<file path="src/rtl/insn_queue_pkg.sv">
// Shared widths for the instruction queue and the entry type stored in it.
// The define block below is the guarded shared-widths section used by every pipeline stage.
`ifndef CPU_DEFINES_SVH
`define CPU_DEFINES_SVH
`define PC_WIDTH     32
`define WORD_WIDTH   32
`define IQ_DEPTH     8
`define IQ_PTR_WIDTH 3
`endif

package insn_queue_pkg;

    localparam int PC_W   = `PC_WIDTH;
    localparam int WORD_W = `WORD_WIDTH;

    typedef struct packed {
        logic [PC_W-1:0]   pc;
        logic [WORD_W-1:0] insn;
    } iq_entry_t;

    // Dequeue request of 3 behaves as 2; result never exceeds what is available.
    function automatic logic [1:0] clamp_deq(input logic [1:0] req, input logic [1:0] avail);
        logic [1:0] req_sat;
        req_sat = (req == 2'd3) ? 2'd2 : req;
        return (req_sat < avail) ? req_sat : avail;
    endfunction

endpackage

</file>
<file path="src/rtl/insn_queue_mem.sv">
// Entry storage for the instruction queue: one write port, two asynchronous read ports.
// Data is never reset; validity is tracked by the pointer/count logic in the parent.
module insn_queue_mem
    import insn_queue_pkg::*;
#(
    parameter int DEPTH = `IQ_DEPTH,
    parameter int PTR_W = $clog2(DEPTH)
) (
    input  logic             clk,
    input  logic             wr_en,
    input  logic [PTR_W-1:0] wr_addr,
    input  iq_entry_t        wr_data,
    input  logic [PTR_W-1:0] rd_addr0,
    output iq_entry_t        rd_data0,
    input  logic [PTR_W-1:0] rd_addr1,
    output iq_entry_t        rd_data1
);

    iq_entry_t mem_q [DEPTH];

    always_ff @(posedge clk) begin
        if (wr_en) begin
            mem_q[wr_addr] <= wr_data;
        end
    end

    assign rd_data0 = mem_q[rd_addr0];
    assign rd_data1 = mem_q[rd_addr1];

endmodule

</file>
<file path="src/rtl/insn_queue.sv">
// Instruction queue between fetch and decode: circular FIFO with one enqueue and up
// to two in-order dequeues per cycle, fetch back-pressure and a full flush.
module insn_queue
    import insn_queue_pkg::*;
#(
    parameter int DEPTH = `IQ_DEPTH,
    parameter int PTR_W = $clog2(DEPTH)
) (
    input  logic              clk,
    input  logic              rst_n,
    input  logic              cpu_en,
    input  logic              iq_flush,
    input  logic              in_en,
    input  logic [PC_W-1:0]   in_pc,
    input  logic [WORD_W-1:0] in_insn,
    output logic              iq_stall,
    output logic              iq_valid0,
    output logic              iq_valid1,
    output logic [PC_W-1:0]   iq_pc0,
    output logic [PC_W-1:0]   iq_pc1,
    output logic [WORD_W-1:0] iq_insn0,
    output logic [WORD_W-1:0] iq_insn1,
    input  logic [1:0]        id_deq
);

    logic [PTR_W-1:0] head_q, head_d;
    logic [PTR_W-1:0] tail_q, tail_d;
    logic [PTR_W:0]   count_q, count_d;

    logic [1:0] deq_avail;
    logic [1:0] deq_eff;
    logic       full;
    logic       enq;
    iq_entry_t  rd0, rd1;

    assign deq_avail = (count_q >= (PTR_W+1)'(2)) ? 2'd2 : count_q[1:0];
    assign deq_eff   = clamp_deq(id_deq, deq_avail);
    assign full      = (count_q == (PTR_W+1)'(DEPTH));

    // A full queue still accepts when decode frees a slot in the same cycle.
    assign enq      = cpu_en & in_en & ~iq_flush & (~full | (deq_eff != 2'd0));
    assign iq_stall = full & (deq_eff == 2'd0) & ~iq_flush;

    always_comb begin
        head_d  = head_q;
        tail_d  = tail_q;
        count_d = count_q;
        if (cpu_en) begin
            if (iq_flush) begin
                head_d  = '0;
                tail_d  = '0;
                count_d = '0;
            end else begin
                head_d  = head_q + PTR_W'(deq_eff);
                tail_d  = enq ? tail_q + PTR_W'(1) : tail_q;
                count_d = count_q + (PTR_W+1)'(enq) - (PTR_W+1)'(deq_eff);
            end
        end
    end

    always_ff @(posedge clk or negedge rst_n) begin
        if (!rst_n) begin
            head_q  <= '0;
            tail_q  <= '0;
            count_q <= '0;
        end else begin
            head_q  <= head_d;
            tail_q  <= tail_d;
            count_q <= count_d;
        end
    end

    insn_queue_mem #(
        .DEPTH (DEPTH),
        .PTR_W (PTR_W)
    ) u_mem (
        .clk      (clk),
        .wr_en    (enq),
        .wr_addr  (tail_q),
        .wr_data  ('{pc: in_pc, insn: in_insn}),
        .rd_addr0 (head_q),
        .rd_data0 (rd0),
        .rd_addr1 (head_q + PTR_W'(1)),
        .rd_data1 (rd1)
    );

    // Outputs depend only on registered state, so id_deq reaches nothing but iq_stall.
    assign iq_valid0 = (count_q != '0);
    assign iq_valid1 = (count_q >= (PTR_W+1)'(2));
    assign iq_pc0    = iq_valid0 ? rd0.pc   : '0;
    assign iq_insn0  = iq_valid0 ? rd0.insn : '0;
    assign iq_pc1    = iq_valid1 ? rd1.pc   : '0;
    assign iq_insn1  = iq_valid1 ? rd1.insn : '0;

endmodule

</file>
<file path="config.mk">
export PLATFORM = sky130hd
export DESIGN_NAME = insn_queue
export DESIGN_NICKNAME = d
export VERILOG_FILES = /design/src/rtl/insn_queue_pkg.sv /design/src/rtl/insn_queue_mem.sv /design/src/rtl/insn_queue.sv
export SDC_FILE = /design/constraint.sdc
export NUM_CORES = 1
export LEC_CHECK = 0
export BUFFER_PORTS_ARGS = -buffer_cell sky130_fd_sc_hd__buf_2
export CAP_MARGIN = 40
export CORE_MARGIN = 8
export CORE_UTILIZATION = 41
export CTS_CLUSTER_SIZE = 28
export DETAILED_ROUTE_END_ITERATION = 10
export PLACE_DENSITY_LB_ADDON = 0.08
export SYNTH_ARGS = -nofsm -noshare
export SYNTH_HDL_FRONTEND = slang
export SYNTH_SLANG_ARGS = --single-unit
</file>
<file path="constraint.sdc">
create_clock -name clk -period 11.7 [get_ports clk]
set_input_delay 2.34 -clock clk [delete_from_list [all_inputs] [get_ports clk]]
set_output_delay 2.34 -clock clk [all_outputs]
set_load 0.02 [all_outputs]
</file>
==> results by group, run 1 <==
Min path
  • Worst hold path class: reg2reg
  • Worst hold stages: 2
  • Worst Hold Launch: count_q[2]$_DFFE_PN0P_
  • Worst hold endpoint: count_q[2]$_DFFE_PN0P_

Synth
  • Synth top area cells: edfxtp_1 (65%), mux4_2 (24%), a22o_1 (4.8%)
  • Register bit count reported by yosys: around 520
  • Adder-Cell Fraction of Synth Area: 0.00806
  • Syn Inst Count: about 1100
  • Top-area cell type share of the netlist area: 0.652
  • Async set-reset flop share out of synthesis: 0.0192
  • Largest family of logic cells by synthesized area: multiplexers
  • List of most frequent post-synthesis cells: edfxtp_1 (512), mux4_2 (256), a22o_1 (128), buf_2 (44), clkbuf_1 (25)
  • Avg Cell Area, Syn: approximately 22 µm²
  • Top_reg_cell synth: edfxtp_1
  • Synth unique cells: 39
  • XOR/XNOR Fraction of Synth Area: 0.000742
  • Syn nets: 1165
  • Mapped Area: between 20000 and 25000 µm²
  • Mux contribution to synthesized area: 0.245
  • Post-synthesis sequential area ratio: 0.662
  • Simple-gate share of the synthesized area: 0.00769
  • Compound-Gate Fraction of Synth Area: 0.0545
  • Area leader, netlist: edfxtp_1
  • Most numerous cell in the Yosys netlist: edfxtp_1
  • Number of flops mapped to enable cells by yosys: about 500
  • Synth warn: 0

Setup path
  • Crit path DAT: 4.07 ns
  • FF-to-FF path depth: 11
  • Worst r2r src: count_q[2]$_DFFE_PN0P_
  • Worst EP required: ~9.4 ns
  • Crit-path max cell delay: 0.76 ns
  • R2R setup slack: 7.51 ns
  • Type of the worst setup path: reg2out
  • Most Frequent Cell on Critical Path: buf_12
  • Max FO, Critical Path: 38
  • Crit-path cells: ha_4 -> buf_12 -> buf_4 -> buf_12 -> mux4_2 -> a22o_1 -> buf_2
  • CP max-delay cell: dfrtp_4
  • CP Launch Type: flip-flop
  • Capturing point of the worst reg2reg path: u_mem.mem_q[6][59]$_DFFE_PP_
  • CP Launch Point: head_q[1]$_DFFE_PN0P_
  • Crit path capture type: primary output

Timing
  • Fmax: approximately 160 MHz
  • Final period utilization: 0.548
  • Final hold vios: 0
  • Worst Skew: around 0.011 ns
  • Tightest Pin Transition: a little under 0.8 ns
  • Final Critical Period: roughly 6.4 ns
  • RSZ-0062 raised after global routing: false
  • Total negative slack: 0 ns
  • Setup-failing EPs final: 0
  • Final max-slew violation count: 0
  • Relative slew slack: 0.482

CTS
  • Longest Clk Path Bufs: 3
  • Post-CTS Hold Fix Bufs: 0
  • # clock sinks: 522
  • Htree depth: 2
  • Clock root cell: clkbuf_16
  • CTS clk-pin slew, worst paths: around 0.06 ns
  • CTS tree: done
  • Clock latency at the later pin of the worst-skew pair: ~0.60 ns
  • TritonCTS buffer count: between 50 and 60
  • Post-CTS resize count: 0
  • Post-CTS Setup Bufs: 0

Drt
  • DRT antenna net count: 0
  • DR iter-0 viols: 940
  • Vias per inst: slightly below 6
  • DR WL/cell: about 29 µm
  • Drt first pass iters: 4
  • DRC Markers: 0
  • Routed WL: 60500 µm
  • Via count: about 12000

Pwr
  • NetSw: between 2 and 3 mW
  • Clock network fraction of total power: 0.221
  • Peak supply drop: approximately 0.14 mV
  • Pwr per Cell Area: about 270 nW/µm²
  • Pleak: just under 9 nW
  • Switching portion of total power: 0.378
  • Combinational share of power: 0.481
  • Part of the power in registers: 0.298
  • Pint: between 4 and 5 mW

Die
  • Chip height: 256 µm
  • Rows: 88
  • Horiz. Die Dim: 256 µm
  • Top Ports: just over 200
  • Initial Util: 0.412
  • Core area: between 50000 and 60000 µm²
  • Die Area: around 65000 µm²

Global route
  • Largest net degree at the start of global routing: 55
  • Initial antenna violation count: 7
  • Grt ovf: 0
  • Vias in the first global route: approximately 14000
  • First-pass GRT wire length: 90000 µm
  • All-Layer GR Usage: 0.183

Final layout
  • Final std cells w/o fill: ~2100
  • Layout Nets: 1378
  • Area Overhead vs Synth: 16.1%
  • Fill cells: roughly 4700
  • Share of cells above drive strength 1: 0.439

Place
  • Routability cong.: 0.730
  • DP Cell Count: 1999
  • Detailed Place HPWL: about 35000 µm
  • Number of port buffers: roughly 200

Flow run
  • Maxcap violations: 0

Outcome
  • Status: finished clean
state kept, by name (all words and copies together) (netlist names):
register / cells
u_mem.mem_q: 512
tail_q: 3
count_q: 4
head_q: 3
layout make-up:
type | count | area, µm² | share of cell area
Antenna cell | 5 | 12.5 | 0.000457
Clock inverter | 27 | 129 | 0.00470
Sequential cell | 522 | 15600 | 0.571
Inverter | 16 | 60.1 | 0.00219
Timing Repair Buffer | 243 | 1500 | 0.0547
Multi-Input combinational cell | 453 | 7540 | 0.275
Tap cell | 765 | 957 | 0.0349
Clock buffer | 80 | 1570 | 0.0571
power by group through the flow:
stage          combinational [mW]  clock, mW  sequential, mW
2_1_floorplan                2.54          0            2.18
3_3_place_gp                 3.55          0            2.25
3_5_place_dp                 3.62          0            2.25
4_1_cts                      3.63       1.68            2.21
5_1_grt                      3.79       1.75            2.21
6_report                     3.55       1.63            2.20
worst max-delay path: cells and delay by family, from the launching register on:
family / cells / cell delay [ns]
buffers and inverters: 4 / 1.17
flip-flops: 1 / 0.76
adder cells (fa/ha/maj): 1 / 0.68
multiplexers: 1 / 0.53
AO/OA/AOI/OAI: 1 / 0.26
metal layers:
metal,global-route usage,up-vias,wire (µm)
met3,0.0426,113,3180
met5,0,-,23
met1,0.224,6759,24300
li1,-,5264,-
met4,0.0599,4,1780
met2,0.320,318,31300
per-stage QoR:
step,hold WS [ns],setup slack [ns],util,cell area [µm²],power [mW]
2_1_floorplan,0.544,1.48,-,23600,4.72
3_3_place_gp,0.593,5.49,0.444,25400,5.79
3_5_place_dp,0.577,5.50,0.449,25700,5.87
4_1_cts,0.590,5.12,0.478,27400,7.52
5_1_grt,0.647,5.03,0.478,27400,7.75
6_report,0.591,5.29,0.478,27400,7.39
worst max-delay path by stage:
stage	slack, ns	endpoint
floorplan	1.48	u_mem.mem_q[0][0]$_DFFE_PP_
global placement	5.49	iq_insn0[16]
detailed placement	5.50	iq_stall
CTS	5.12	iq_pc1[1]
global route	5.03	iq_pc1[1]
finish	5.29	iq_pc1[1]
kinds of logic (layout without fill, tap and decap cells):
| logic type | Yosys count | in the layout |
|---|---|---|
| compound gates | 151 | 151 |
| simple gates | 29 | 29 |
| other cells | 0 | 5 |
| fa+ha+maj | 14 | 14 |
| buf+inv | 105 | 366 |
| xor+xnor | 2 | 2 |
| flops | 522 | 522 |
| mux | 257 | 257 |
placed cells by master (no fill, tap or decap), types with 3 or more instances in the layout:
master and count:
inv_1 16, buf_16 7, buf_2 201, buf_12 3, clkbuf_1 20, mux4_2 256, clkinv_1 14, o21ai_0 4
nand2_1 4, edfxtp_1 512, clkinv_2 9, diode_2 5, nand3b_1 4, clkinvlp_4 3, clkbuf_16 59, buf_4 32
dfrtp_1 8, a22o_1 128, a21oi_1 4, ha_1 11, nor2b_1 3, nor4_2 8
Power figures use the tool's default switching activity.
==> run 2: changes to the inputs <==
Clock period 11.7 ns to 5.75 ns, I/O delays scaled along.
==> results by group, run 2 (synthesis gave the netlist of run 1 again) <==
Outcome
  • Status: finished clean

Drt
  • DRC Markers: 0
  • Via count: 12500
  • DR iter-0 viols: between 900 and 1000
  • Routed WL: ~60000 µm
  • Drt first pass iters: 5
  • Vias per inst: 5.94
  • DR WL/cell: between 20 and 30 µm
  • DRT antenna net count: 0

Flow run
  • Maxcap violations: 0

Setup path
  • CP max-delay cell: dfrtp_4
  • Crit-path max cell delay: slightly above 0.9 ns
  • CP Launch Type: flip-flop
  • Type of the worst setup path: reg2out
  • Max FO, Critical Path: between 40 and 50
  • Buf+Inv Stages, Crit Path: 2
  • Crit-path cells: ha_4 -> buf_4 -> mux4_2 -> a22o_1 -> buf_2
  • Crit path capture type: primary output
  • Crit path DAT: between 3 and 4 ns
  • Worst EP required: between 4 and 5 ns
  • Cell family with most CP delay: flip-flops

CTS
  • CTS tree: done
  • Clock latency at the later pin of the worst-skew pair: ~0.6 ns
  • Longest Clk Path Bufs: 3
  • Post-CTS Setup Bufs: 0
  • Post-CTS Hold Fix Bufs: 0
  • TritonCTS buffer count: 57
  • Post-CTS resize count: 0
  • Clock root cell: clkbuf_16
  • Htree depth: 2
  • CTS clk-pin slew, worst paths: about 0.060 ns
  • # clock sinks: roughly 520

Global route
  • Initial antenna violation count: 10
  • Largest net degree at the start of global routing: 121
  • Grt ovf: 0
  • All-Layer GR Usage: 0.182
  • First-pass GRT wire length: roughly 90000 µm
  • Vias in the first global route: roughly 14000

Final layout
  • Top flop regs: u_mem.mem_q: 512 flops, count_q: 4 flops
  • Max FFs per register: between 500 and 600
  • Most flops, register: u_mem.mem_q
  • Area occupied by multi-input gates: 7610 µm²
  • Most frequent cells in the layout: edfxtp_1 (512), mux4_2 (256), buf_2 (201)
  • Most common cell after layout, fill and taps aside: edfxtp_1
  • Fill cells: ~4800
  • Reg area: 15600 µm²
  • Share of cells above drive strength 1: 0.442
  • Area Overhead vs Synth: 17.1%
  • Layout Nets: about 1400

Timing
  • Final period utilization: 0.821
  • Fmax: around 210 MHz
  • Final max-slew violation count: 0
  • Final critical-path setup slack: around 1.0 ns
  • Tightest Pin Transition: just under 0.9 ns
  • Final hold vios: 0
  • RSZ-0062 raised after global routing: false
  • Relative slew slack: 0.419
  • Worst Skew: 0.0166 ns
  • Final Critical Period: ~4.7 ns
  • Setup-failing EPs final: 0

Min path
  • Worst hold path class: in2async

Die
  • Initial Util: 0.412
  • Horiz. Die Dim: ~260 µm
  • Top Ports: approximately 200
  • Chip height: 256 µm
  • Die Area: roughly 65000 µm²
  • Rows: 88
  • Core area: between 50000 and 60000 µm²

Place
  • Number of port buffers: 201
  • Detailed Place HPWL: around 36000 µm
  • Routability cong.: 0.759
  • Place WS: ~1.5 ns

Pwr
  • Peak supply drop: ~0.53 mV
  • Pwr per Cell Area: about 550 nW/µm²
  • Pleak: between 9 and 10 nW
  • Clock network fraction of total power: 0.234
  • NetSw: 5.69 mW
  • Total power: around 15 mW
  • Switching portion of total power: 0.373
  • Part of the power in registers: 0.291
  • Pint: 9.58 mW
  • Combinational share of power: 0.475
run 2: worst reg2reg max path, cell delays in order (launching register included):
cell	delay, ns
dfrtp_1	0.36
inv_1	0.13
ha_1	0.17
nor2b_1	0.14
buf_4	0.20
inv_1	0.06
ha_1	0.28
nor4bb_1	0.67
o21ai_2	0.15
buf_8	0.20
nor4_4	0.64
buf_12	0.39
run 2: path summary, 6_finish.rpt:
path | start | end | slack (ns) | depth (start not counted)
worst max-delay path | head_q[0]$_DFFE_PN0P_ | iq_insn1[31] | 1.03 | 5
worst min-delay path | rst_n | count_q[0]$_DFFE_PN0P_ | 0.40 | 1
worst max register to register | count_q[2]$_DFFE_PN0P_ | u_mem.mem_q[2][48]$_DFFE_PP_ | 1.98 | 11
worst min register to register | count_q[2]$_DFFE_PN0P_ | count_q[2]$_DFFE_PN0P_ | 0.60 | 2
max in group asynchronous | rst_n | head_q[1]$_DFFE_PN0P_ | 5.12 | 1
min in group clk | count_q[2]$_DFFE_PN0P_ | count_q[2]$_DFFE_PN0P_ | 0.60 | 2
run 2: final cells by class:
class                   instances  share of cell area
diodes                          5            0.000453
well taps                     765              0.0346
clock buffers                  74              0.0555
clock inverters                31              0.0107
flip-flops and latches        522               0.566
inverters                      16             0.00217
repair buffers                242              0.0552
multi-input cells             453               0.275
run 2: metrics by stage:
stage	instance area, µm²	TNS, ns	hold WS, ns	instances	utilization
2_1_floorplan	23600	-333.82	0.544	1080	-
3_3_place_gp	25700	0	0.589	1993	0.448
3_5_place_dp	25800	0	0.585	1998	0.450
4_1_cts	27600	0	0.359	2103	0.482
5_1_grt	27600	0	0.388	2105	0.482
6_report	27600	0	0.398	2108	0.483
run 2: power by group through the flow:
stage	sequential, mW	combinational, mW	clock, mW
finish	4.44	7.26	3.58
global route	4.46	7.75	3.80
detailed placement	4.52	7.41	0
CTS	4.44	7.44	3.67
global placement	4.51	7.39	0
floorplan	4.42	5.18	0
run 2: layer usage:
layer | wire (µm) | track usage
met5 | 51 | 0
met4 | 956 | 0.0427
met3 | 2960 | 0.0355
met2 | 31000 | 0.312
met1 | 25100 | 0.239
